**src/rtl/bb_adc_pkg.sv**
```systemverilog
// rtl/bb_adc_pkg.sv - shared state encoding and default constants for the ADC responder
//
// Purpose: one place for the responder FSM encoding and the default
// parameter values, so the top and the readout register agree.
// Ports: none (package).

package bb_adc_pkg;

  typedef enum logic [1:0] {
    ST_IDLE  = 2'd0,
    ST_DELAY = 2'd1,
    ST_BUSY  = 2'd2,
    ST_READY = 2'd3
  } state_t;

  localparam int DEF_WIDTH    = 12;
  localparam int DEF_CONV_DLY = 2;
  localparam int DEF_BUSY_LEN = 16;

  // Sized for CONV_DLY <= 15 and BUSY_LEN <= 255.
  localparam int DLY_CNT_W  = 4;
  localparam int BUSY_CNT_W = 8;

endpackage

```
**src/rtl/bb_adc_shreg.sv**
```systemverilog
// rtl/bb_adc_shreg.sv - serial result register: parallel load, left shift, MSB out
//
// Purpose: holds a finished conversion result and serialises it MSB first.
// Ports:
//   i_clk   - clock
//   i_rst   - asynchronous active-high reset, clears the register
//   i_load  - parallel load of i_data (wins over i_shift)
//   i_shift - shift left by one, zero fill
//   i_data  - result to load
//   o_msb   - current MSB (a flop output)

module bb_adc_shreg
  import bb_adc_pkg::*;
#(
  parameter int WIDTH = DEF_WIDTH
) (
  input  logic             i_clk,
  input  logic             i_rst,
  input  logic             i_load,
  input  logic             i_shift,
  input  logic [WIDTH-1:0] i_data,
  output logic             o_msb
);

  logic [WIDTH-1:0] r_sr;

  always_ff @(posedge i_clk or posedge i_rst) begin
    if (i_rst) begin
      r_sr <= '0;
    end else if (i_load) begin
      r_sr <= i_data;
    end else if (i_shift) begin
      r_sr <= {r_sr[WIDTH-2:0], 1'b0};
    end
  end

  assign o_msb = r_sr[WIDTH-1];

endmodule

```
**src/rtl/bb_adc_responder.sv**
```systemverilog
// rtl/bb_adc_responder.sv - behavioural ADC responder: start edge, delay, busy window, serial readout
//
// Purpose: answers an ADC controller as a real converter would. A rising
// BBCONV captures SAMPLE, ADCBUSY pulses after a fixed delay, and the
// captured value is then read out serially on SDO under SHIFT.
// Ports:
//   CLK      - clock, all state on the rising edge
//   RST      - asynchronous active-high reset
//   BBCONV   - conversion request level; only its rising edge starts a conversion
//   SAMPLE   - value captured at conversion start
//   SHIFT    - readout strobe, one bit per high cycle while Ready
//   ADCBUSY  - registered busy flag
//   SDO      - registered serial result, MSB first
//   OVR      - sticky: a start arrived while a conversion was in flight
//   CONV_CNT - accepted conversions, wrapping

module bb_adc_responder
  import bb_adc_pkg::*;
#(
  parameter int WIDTH    = DEF_WIDTH,
  parameter int CONV_DLY = DEF_CONV_DLY,
  parameter int BUSY_LEN = DEF_BUSY_LEN
) (
  input  logic             CLK,
  input  logic             RST,
  input  logic             BBCONV,
  input  logic [WIDTH-1:0] SAMPLE,
  input  logic             SHIFT,
  output logic             ADCBUSY,
  output logic             SDO,
  output logic             OVR,
  output logic [7:0]       CONV_CNT
);

  state_t                r_state;
  state_t                w_next_state;
  logic                  r_conv_d;
  logic [DLY_CNT_W-1:0]  r_dly_cnt;
  logic [BUSY_CNT_W-1:0] r_busy_cnt;
  logic [WIDTH-1:0]      r_conv_data;
  logic                  r_adcbusy;
  logic                  r_ovr;
  logic [7:0]            r_conv_cnt;

  logic                  w_start;
  logic                  w_dly_done;
  logic                  w_busy_done;
  logic                  w_accept;
  logic                  w_overrun;
  logic                  w_load;
  logic                  w_shift;
  logic                  w_busy_nxt;
  logic                  w_sdo;

  assign w_start     = BBCONV & ~r_conv_d;
  assign w_dly_done  = (r_dly_cnt == '0);
  assign w_busy_done = (r_busy_cnt == '0);

  // State register.
  always_ff @(posedge CLK or posedge RST) begin
    if (RST) begin
      r_state <= ST_IDLE;
    end else begin
      r_state <= w_next_state;
    end
  end

  // Next-state logic.
  always_comb begin
    w_next_state = r_state;
    case (r_state)
      ST_IDLE:  if (w_start)     w_next_state = ST_DELAY;
      ST_DELAY: if (w_dly_done)  w_next_state = ST_BUSY;
      ST_BUSY:  if (w_busy_done) w_next_state = ST_READY;
      ST_READY: if (w_start)     w_next_state = ST_DELAY;
      default:                   w_next_state = ST_IDLE;
    endcase
  end

  // Output / control decode.
  always_comb begin
    w_accept   = 1'b0;
    w_overrun  = 1'b0;
    w_load     = 1'b0;
    w_shift    = 1'b0;
    w_busy_nxt = (w_next_state == ST_BUSY);
    case (r_state)
      ST_IDLE: begin
        w_accept = w_start;
      end
      ST_DELAY: begin
        w_overrun = w_start;
      end
      ST_BUSY: begin
        w_overrun = w_start;
        w_load    = w_busy_done;
      end
      ST_READY: begin
        w_accept = w_start;
        // A start in the same cycle as SHIFT wins; the old result stays put.
        w_shift  = SHIFT & ~w_start;
      end
      default: begin
        w_accept = 1'b0;
      end
    endcase
  end

  // The edge detector resets high so a BBCONV already asserted at reset
  // release is not mistaken for a fresh request.
  always_ff @(posedge CLK or posedge RST) begin
    if (RST) begin
      r_conv_d <= 1'b1;
    end else begin
      r_conv_d <= BBCONV;
    end
  end

  // Delay counter is loaded with the full CONV_DLY on the start edge and
  // hands over to Busy when it reaches zero, which places the first busy
  // cycle CONV_DLY+1 edges after the start edge.
  always_ff @(posedge CLK or posedge RST) begin
    if (RST) begin
      r_dly_cnt  <= '0;
      r_busy_cnt <= '0;
    end else begin
      if (w_accept) begin
        r_dly_cnt <= DLY_CNT_W'(CONV_DLY);
      end else if (r_state == ST_DELAY && !w_dly_done) begin
        r_dly_cnt <= r_dly_cnt - 1'b1;
      end

      if (r_state == ST_DELAY && w_dly_done) begin
        r_busy_cnt <= BUSY_CNT_W'(BUSY_LEN - 1);
      end else if (r_state == ST_BUSY && !w_busy_done) begin
        r_busy_cnt <= r_busy_cnt - 1'b1;
      end
    end
  end

  always_ff @(posedge CLK or posedge RST) begin
    if (RST) begin
      r_conv_data <= '0;
      r_conv_cnt  <= '0;
      r_ovr       <= 1'b0;
      r_adcbusy   <= 1'b0;
    end else begin
      r_adcbusy <= w_busy_nxt;
      if (w_accept) begin
        r_conv_data <= SAMPLE;
        r_conv_cnt  <= r_conv_cnt + 8'd1;
        r_ovr       <= 1'b0;
      end else if (w_overrun) begin
        r_ovr <= 1'b1;
      end
    end
  end

  bb_adc_shreg #(
    .WIDTH (WIDTH)
  ) u_shreg (
    .i_clk   (CLK),
    .i_rst   (RST),
    .i_load  (w_load),
    .i_shift (w_shift),
    .i_data  (r_conv_data),
    .o_msb   (w_sdo)
  );

  assign ADCBUSY  = r_adcbusy;
  assign SDO      = w_sdo;
  assign OVR      = r_ovr;
  assign CONV_CNT = r_conv_cnt;

endmodule

```
**config.mk**
```make
export PLATFORM = sky130hd
export DESIGN_NAME = bb_adc_responder
export DESIGN_NICKNAME = d
export VERILOG_FILES = /design/src/rtl/bb_adc_pkg.sv /design/src/rtl/bb_adc_shreg.sv /design/src/rtl/bb_adc_responder.sv
export SDC_FILE = /design/constraint.sdc
export NUM_CORES = 1
export LEC_CHECK = 0
export ABC_AREA = 1
export BUFFER_PORTS_ARGS = -buffer_cell sky130_fd_sc_hd__buf_2
export CORE_MARGIN = 5
export CORE_UTILIZATION = 25
export CTS_CLUSTER_SIZE = 30
export DETAILED_ROUTE_END_ITERATION = 8
export HOLD_SLACK_MARGIN = 0.02
export PLACE_DENSITY_LB_ADDON = 0.12
export RECOVER_POWER = 50
export SYNTH_ARGS = -nofsm -noshare
export SYNTH_HDL_FRONTEND = slang
export SYNTH_SLANG_ARGS = --single-unit
```
**constraint.sdc**
```tcl
create_clock -name CLK -period 2.8 [get_ports CLK]
set_input_delay 0.14 -clock CLK [delete_from_list [all_inputs] [get_ports CLK]]
set_output_delay 0.14 -clock CLK [all_outputs]
set_load 0.01 [all_outputs]
```
### Word level (Yosys, flattened, before mapping)

Index checks and enable logic that the tools add are counted.

| cells by class | value |
|---|---|
| $add $sub $neg | 3 |
| equality and inequality tests | 4 |
| muxes and demuxes | 16 |
| bitwise logic cells | 4 |
| reduce and logical (&&, ||, !) cells | 14 |

Operators by type and width:

| kind | count |
|---|---|
| $mux W12 | 2 |
| $mux W8 | 2 |
| $add A8 B1 Y8 const B | 1 |
| $logic_not A8 Y1 | 1 |
| $mux W4 | 2 |
| $reduce_bool A2 Y1 | 4 |
| $sub A8 B1 Y8 const B | 1 |
| $eq A2 B2 Y1 const B | 3 |
| $mux W1 | 6 |
| $mux W2 | 3 |
| $pmux W2 S3 | 1 |
| $logic_not A4 Y1 | 1 |
| $reduce_or A2 Y1 | 2 |
| $sub A4 B1 Y4 const B | 1 |
| $logic_and A1 B1 Y1 | 3 |
| $and A1 B1 Y1 | 2 |
| $eq A2 B1 Y1 const B | 1 |
| $logic_not A1 Y1 | 2 |
| $logic_not A2 Y1 | 1 |
| $not A1 Y1 | 2 |

| storage, ports and cells | value |
|---|---|
| bits in registers | 49 |
| bits of input ports | 16 |
| word-level logic and storage cells | 50 |

### Logic depth before layout (Yosys ltp)

Gate-level depths: netlist (run 1).

| logic depth | value |
|---|---|
| depth in word-level cells | 7 |
| gate-level depth with buffers | 10 |
| depth with buffers taken out | 9 |

### Cells and area by module

From an unflattened synthesis (run 1), not the netlist that was laid out.

| second synthesis, totals | value |
|---|---|
| cells, all modules | 300 |
| area total of the unflattened synthesis | 2438.6 um^2 |

Modules (own cells, without submodules):

| module | instances | cells each | area each (um^2) | seq. area each (um^2) |
|---|---|---|---|---|
| bb_adc_responder | 1 | 234 | 1888.1 | 927.1 |
| bb_adc_shreg | 1 | 66 | 550.5 | 300.3 |

### Worst setup path after synthesis (run 1)

Ideal clock, no wire load.

| timing | value |
|---|---|
| path type | reg-to-reg |
| from | register r_busy_cnt[0] |
| to | register u_shreg.r_sr[1] |
| library setup time | 0.115 ns |
| arrival time | 1.350 ns |
| data required time | 2.685 ns |
| setup slack | 1.335 ns |
| cell stages (with the launch flop) | 11 |
| buffers on the path | 1 |
| clock period less this slack | 1.465 ns |
| cell sequence | dfrtp_1 inv_1 ha_1 nand2_2 nor2_8 nand2_8 clkinv_4 buf_12 nand2_2 o21ai_2 inv_2 |

| between the ends | value |
|---|---|
| cells in the longest elaborated chain, start to end | 3 |
| elaborated cells on any way between the ends | 4 |
| those cells by class | 2 x mux; 2 x reduce/logical |

RTL lines:

| item | line | text |
|---|---|---|
| start, declared | bb_adc_responder.sv:39 | `logic [BUSY_CNT_W-1:0] r_busy_cnt;` |
| start signal, assigned | bb_adc_responder.sv:134 | `r_busy_cnt <= BUSY_CNT_W'(BUSY_LEN - 1);` |
| start signal, assigned | bb_adc_responder.sv:136 | `r_busy_cnt <= r_busy_cnt - 1'b1;` |
| $logic_not A8 Y1 (*) | bb_adc_responder.sv:57 | `assign w_busy_done = (r_busy_cnt == '0);` |
| $mux W1 (*) | bb_adc_responder.sv:87 | `case (r_state)` |
| $mux W12 / $reduce_bool A2 Y1 (equally long branches) | n/a |  |
| end signal, assigned | bb_adc_shreg.sv:31 | `r_sr <= i_data;` |
| end signal, assigned | bb_adc_shreg.sv:33 | `r_sr <= {r_sr[WIDTH-2:0], 1'b0};` |
| end, declared | bb_adc_shreg.sv:25 | `logic [WIDTH-1:0] r_sr;` |

Mark *: on every way between the ends. The rest lies on a longest branch, timed or not.
A chain may end at the register's enable or synchronous reset.

### Final worst setup path (run 1)

| timing | value |
|---|---|
| from | register r_state[0] |
| to | register r_dly_cnt[1] |

| between the ends | value |
|---|---|
| cells in the longest elaborated chain, start to end | 4 |
| elaborated cells on any way between the ends | 8 |
| those cells by class | 2 x eq/ne; 2 x mux; 4 x reduce/logical |

RTL lines:

| item | line | text |
|---|---|---|
| start, declared | bb_adc_responder.sv:35 | `state_t r_state;` |
| start signal, assigned | bb_adc_responder.sv:64 | `r_state <= w_next_state;` |
| $eq A2 B2 Y1 / $logic_not A2 Y1 (equally long branches) | bb_adc_responder.sv:87 |  |
| $reduce_or A2 Y1 (no source line) | n/a |  |
| $mux W1 | bb_adc_responder.sv:87 |  |
| $mux W4 / $reduce_bool A2 Y1 (equally long branches) | n/a |  |
| end signal, assigned | bb_adc_responder.sv:128 | `r_dly_cnt <= DLY_CNT_W'(CONV_DLY);` |
| end signal, assigned | bb_adc_responder.sv:130 | `r_dly_cnt <= r_dly_cnt - 1'b1;` |
| end, declared | bb_adc_responder.sv:38 | `logic [DLY_CNT_W-1:0] r_dly_cnt;` |

Parallel ways exist; a longest one is shown, timed or not.

==> results.cfg, run 1 <==
[run_status]
status = finished clean

[clock_network]
cts_resized = 0
clkLatencyLatePin_ps = 310
numCtsBuffers = 5
cts.clk_slew.worst_paths_ps = 100
ctsHtreeMaxLevel = 2
cts_tree = yes
clock_sinks = 49
clockBufferDepth = 2
cts_root_buf = clkbuf_8

[die]
die-area_um2 = 12200
row_count = 36
die_h_um = 110
start_util = 0.257
coreArea_um2 = 9820
pin_count = 27
die_w_um = 110

[critical_path]
rrSetupSlack_ps = 520
worstPathMaxFanout = 27
reg2reg_to = r_dly_cnt[1]$_DFFE_PP0P_
crit_type = reg -> reg
critPathCaptureType = flop
rr_worst_depth = 7
crit_required_ps = 2970
cp-start-kind = flop
crit-reg2reg-launch = r_state[0]$_DFF_PP0_
crit_arrival_ps = 2450

[sta]
min_period_over_period = 0.814
tns_ps = 0
max_freq_mhz = 439
slew_headroom = 0.419
hold_slack_ps = 33.0
tightest_slew_ps = 871
min_period_ps = 2280
setup_ws_ps = 522
final-hold-violation-count = 0
rsz0062_at_grt = no
skew_ps = 10.6
finalSetupViolations = 0
slew_violations = 0

[detailed_routing]
drtPass1Iterations = 5
vias = 1911
via_per_inst = 4.14
drc = 0
routedWlPerCell_um = 11.2
postRouteAntennaNets = 0
drt_wl_total_mm = 5.16
drtIter0Drc = 88

[final_layout]
syn_to_final_growth_pct = 15.9
drive_gt1_frac = 0.185
n_fill_cell = 1114
layout.nets = 351
diodes = 0
post-route-util = 0.298
multi_input_area_um2 = 1050
seqCellArea_um2 = 1230

[grt]
grtUsageTotal = 0.0919
grt_pass1_vias = 1988
grt_max_degree = 34
use_met1 = 0.129
use_met2 = 0.138
grt_pass1_wl_mm = 9.42
overflow = 0
grt_busiest_layer = met2
antenna_found_initial = 0
gr-usage-met3 = 0.0224

[placed_design]
dpl_worst_slack_ps = 500
place_hpwl_mm = 3.68
port_buffers = 26
place.gp.congestion = 0.691

[job]
maxCapViolations = 0

[yosys]
synth_nets = 320
synth_top_area_cell = dfrtp_1
yosysWarnings = 0
yosysTopAreaCellShare = 0.476
syn_area_um2 = 2520
ys_types = 32
post_synth.cell_area_avg_um2 = 8.50
synth_cells = 297
ys_top_cells_by_area = dfrtp_1 48%, nand2_1 11%, inv_1 5.7%
ys_ff_latch = 49
yosysSeqAreaShare = 0.486

[worst_hold_path]
hold_end = r_conv_data[6]$_DFFE_PP0P_
min_from = SAMPLE[6]
hold_class = in -> reg
hold_path_depth = 3

[power]
fin_total_pwr_mw = 3.04
vdd_drop_max_v = 0.000345
pwr_density_cell_nw_per_um2 = 1040
leakage_nw = 1.46
final cells by class:
cell class | count | share of cell area
Sequential cell | 49 | 0.420
Multi-Input combinational cell | 193 | 0.360
Inverter | 48 | 0.0633
Tap cell | 133 | 0.0569
Timing Repair Buffer | 31 | 0.0539
Clock buffer | 5 | 0.0235
Clock inverter | 3 | 0.0223
worst max path at each step:
| stage | end | slack, ps | start | depth (start not counted) |
|---|---|---|---|---|
| floorplan | u_shreg.r_sr[1]$_DFFE_PP0P_ | 1330 | r_busy_cnt[0]$_DFFE_PP0P_ | 10 |
| global placement | r_dly_cnt[1]$_DFFE_PP0P_ | 560 | r_state[0]$_DFF_PP0_ | 7 |
| detailed placement | r_dly_cnt[1]$_DFFE_PP0P_ | 500 | r_state[0]$_DFF_PP0_ | 7 |
| CTS | r_dly_cnt[1]$_DFFE_PP0P_ | 480 | r_state[0]$_DFF_PP0_ | 7 |
| global route | r_dly_cnt[1]$_DFFE_PP0P_ | 260 | r_state[0]$_DFF_PP0_ | 7 |
| finish | r_dly_cnt[1]$_DFFE_PP0P_ | 520 | r_state[0]$_DFF_PP0_ | 7 |
synthesized netlist by cell type (all sizes together):
cell	count
nand2	85
dfrtp	48
inv	46
o21ai	30
nor2	22
nand3	21
ha	7
xor2	7
a21oi	5
buf	5
nor3	4
xnor2	4
nand4	3
clkbuf	2
clkinv	2
a31oi	1
dfstp	1
nand3b	1
nor3b	1
o211ai	1
o21bai	1
critical path: stages, from the launching register on:
cell and delay, ps:
dfrtp_1 450, inv_1 80, ha_1 320, nand2_1 80, buf_4 190, clkinv_1 610, a21oi_1 300, o21ai_0 120
repair_timing:
item                      CTS  global route
hold buffers                2             1
buffers inserted            0             0
hold endpoints to repair   17             1
state kept, by name, summed over array words and instances (netlist names):
name / flops
ADCBUSY: 1
CONV_CNT: 8
OVR: 1
r_busy_cnt: 8
r_conv_d: 1
r_conv_data: 12
r_dly_cnt: 4
r_state: 2
u_shreg.r_sr: 12
report_power, final:
part	leakage [nW]	total [mW]	internal (mW)	switching [mW]
logic	0.776	1.23	0.447	0.782
registers	0.613	1.21	1.01	0.194
clock network	0.0681	0.600	0.355	0.245
total	1.46	3.04	1.82	1.22
layout by cell type (no fill, tap or decap), drive strengths merged, types with 2 or more instances in the layout:
master | netlist | layout
nand4 | 3 | 3
nor3 | 4 | 4
inv | 46 | 46
nor2 | 22 | 22
clkbuf | 2 | 18
clkinv | 2 | 3
ha | 7 | 7
nand2 | 85 | 85
a21oi | 5 | 5
nand3 | 21 | 21
buf | 5 | 15
xnor2 | 4 | 4
dfrtp | 48 | 48
xor2 | 7 | 7
o21ai | 30 | 30
dlygate4sd3 | 0 | 3
bufinv | 0 | 2
per-stage QoR:
stage                     instance area [um^2]  instances
final                                     2920        462
after global routing                      2920        462
after CTS                                 2930        461
after detailed placement                  2780        451
after global placement                    2780        451
after floorplan                           2520        297
per-layer routing:
layer,up-vias,part of all wire
li1,987,-
met1,893,0.52
met2,26,0.44
met3,5,0.036
met4,0,0.011
met5,-,0
kinds of logic after synthesis:
family | synth area share
AOI/OAI and AO/OA | 0.0897
buffers and inverters | 0.0962
xor gates and xnor gates | 0.0382
adders and majority gates | 0.0347
DFF | 0.486
and+or+nand+nor | 0.255
(Power assumes the default switching activity.)
==> run 2: changes to the inputs <==
clock period = 2.4 ns   (was 2.8 ns; I/O delays follow)
==> run 2 against run 1 <==
  * Final area grew 2.4%
  * Wire length grew 2.4%
  * Non-clock buffer count is 10 higher
  * Sequential share of layout area down 0.98 points
  * Flip-flop and latch count stayed put
  * Cell count rose by 2.2%
  * Die area did not move
==> results.cfg, run 2 (synthesis results as in run 1) <==
[clock_network]
cts.clk_slew.worst_paths_ps = 100
numCtsBuffers = 5
clock_sinks = 49
ctsHtreeMaxLevel = 2
cts_resized = 0
clkLatencyLatePin_ps = 310
cts_tree = yes
cts_setup_buffers = 0
cts_root_buf = clkbuf_8
cts_hold_buf = 11
clockBufferDepth = 2

[critical_path]
crit-reg2reg-launch = r_state[0]$_DFF_PP0_
crit_required_ps = 2810
crit_arrival_ps = 2160
cpPeakStageDelay_ps = 850
crit_chain = dlygate4sd3_1 -> buf_2 -> inv_1 -> clkbuf_1
rrSetupSlack_ps = 710
crit_type = in -> async
worstPathMaxFanout = 29
startpoint = RST
cp-start-kind = input port
slowest_stage = inv_1
critPathCaptureType = asynchronous set/reset pin

[placed_design]
place_inst = 453
place_hpwl_mm = 3.79
port_buffers = 26
place.gp.congestion = 0.766

[sta]
skew_ps = 13.1
rsz0062_at_grt = no
min_period_over_period = 0.729
tightest_slew_ps = 1210
slew_violations = 0
min_period_ps = 1750
tns_ps = 0
max_freq_mhz = 572
slew_headroom = 0.195
finalSetupViolations = 0
final-hold-violation-count = 0

[final_layout]
n_fill_cell = 1074
diodes = 0
syn_to_final_growth_pct = 18.6
layout.nets = 361
seqCellArea_um2 = 1230
post-route-util = 0.305
stdcell_count = 472
layout_commonest_cell = nand2_1
final_cell_mix = 74 x nand2_1, 48 x dfrtp_1, 38 x inv_1
drive_gt1_frac = 0.183
multi_input_area_um2 = 1050
largestRegisters = r_conv_data x12, u_shreg.r_sr x12

[detailed_routing]
drtPass1Iterations = 4
drt_wl_total_mm = 5.28
drtIter0Drc = 58
via_per_inst = 4.10
drc = 0
vias = 1934
routedWlPerCell_um = 11.2
postRouteAntennaNets = 0

[power]
leakage_nw = 1.49
vdd_drop_max_v = 0.000405
pwr_density_cell_nw_per_um2 = 1160

[grt]
grtUsageTotal = 0.0940
grt_max_degree = 30
grt_pass1_vias = 2024
antenna_found_initial = 0
grt_pass1_wl_mm = 9.69
overflow = 0

[die]
coreArea_um2 = 9820
row_count = 36
start_util = 0.257
die-area_um2 = 12200
die_h_um = 110
die_w_um = 110
pin_count = 27

[job]
maxCapViolations = 0

[worst_hold_path]
min_from = SAMPLE[8]
hold_class = in -> reg

[run_status]
status = finished clean
[run 2: cell count changes in the layout (fill, tap and decap cells not counted), sizes merged]
cell / delta
buf: +1
inv: +1
bufinv: -1
dlygate4sd3: +8
clkbuf: +1
[run 2: metrics by stage]
stage / instance area [um^2] / power [mW] / hold WS [ps] / setup WS, ps
after global routing: 2990 / 3.85 / 48.2 / 269
after detailed placement: 2790 / 2.91 / 253 / 686
after floorplan: 2520 / 2.55 / 124 / 935
after CTS: 3020 / 3.56 / 21.6 / 682
final: 2990 / 3.47 / 31.8 / 651
after global placement: 2790 / 2.92 / 250 / 668
[run 2: final timing paths]
kind,cells past startpoint,end
setup / recovery,4,r_conv_d$_DFF_PP1_
hold / removal,3,r_conv_data[8]$_DFFE_PP0P_
setup reg to reg,6,u_shreg.r_sr[1]$_DFFE_PP0P_
hold reg to reg,2,r_conv_data[11]$_DFFE_PP0P_
max in group CLK,6,u_shreg.r_sr[1]$_DFFE_PP0P_
min in group asynchronous,3,r_busy_cnt[5]$_DFFE_PP0P_
[run 2: where the power goes]
part	switching, mW	internal [mW]	leakage, nW
sequential	0.235	1.18	0.613
combinational	0.910	0.536	0.815
clock	0.298	0.313	0.0585
total	1.44	2.03	1.49
[run 2: critical path: cells and delay by family]
kind	cells	cell delay, ps
buf+inv	4	2020
[run 2: layout make-up]
| class | instances | share of cell area |
|---|---|---|
| flip-flops and latches | 49 | 0.410 |
| multi-input cells | 193 | 0.352 |
| repair buffers | 41 | 0.0832 |
| clock inverters | 3 | 0.0146 |
| inverters | 48 | 0.0618 |
| well taps | 133 | 0.0556 |
| clock buffers | 5 | 0.0230 |
[run 2: metal layers]
metal  global-route usage  share of wire  vias up
li1                     -              -     1011
met1                0.130           0.52      885
met2                0.146           0.43       33
met3               0.0224          0.034        5
met4               0.0271          0.014        0
met5                    0              0        -
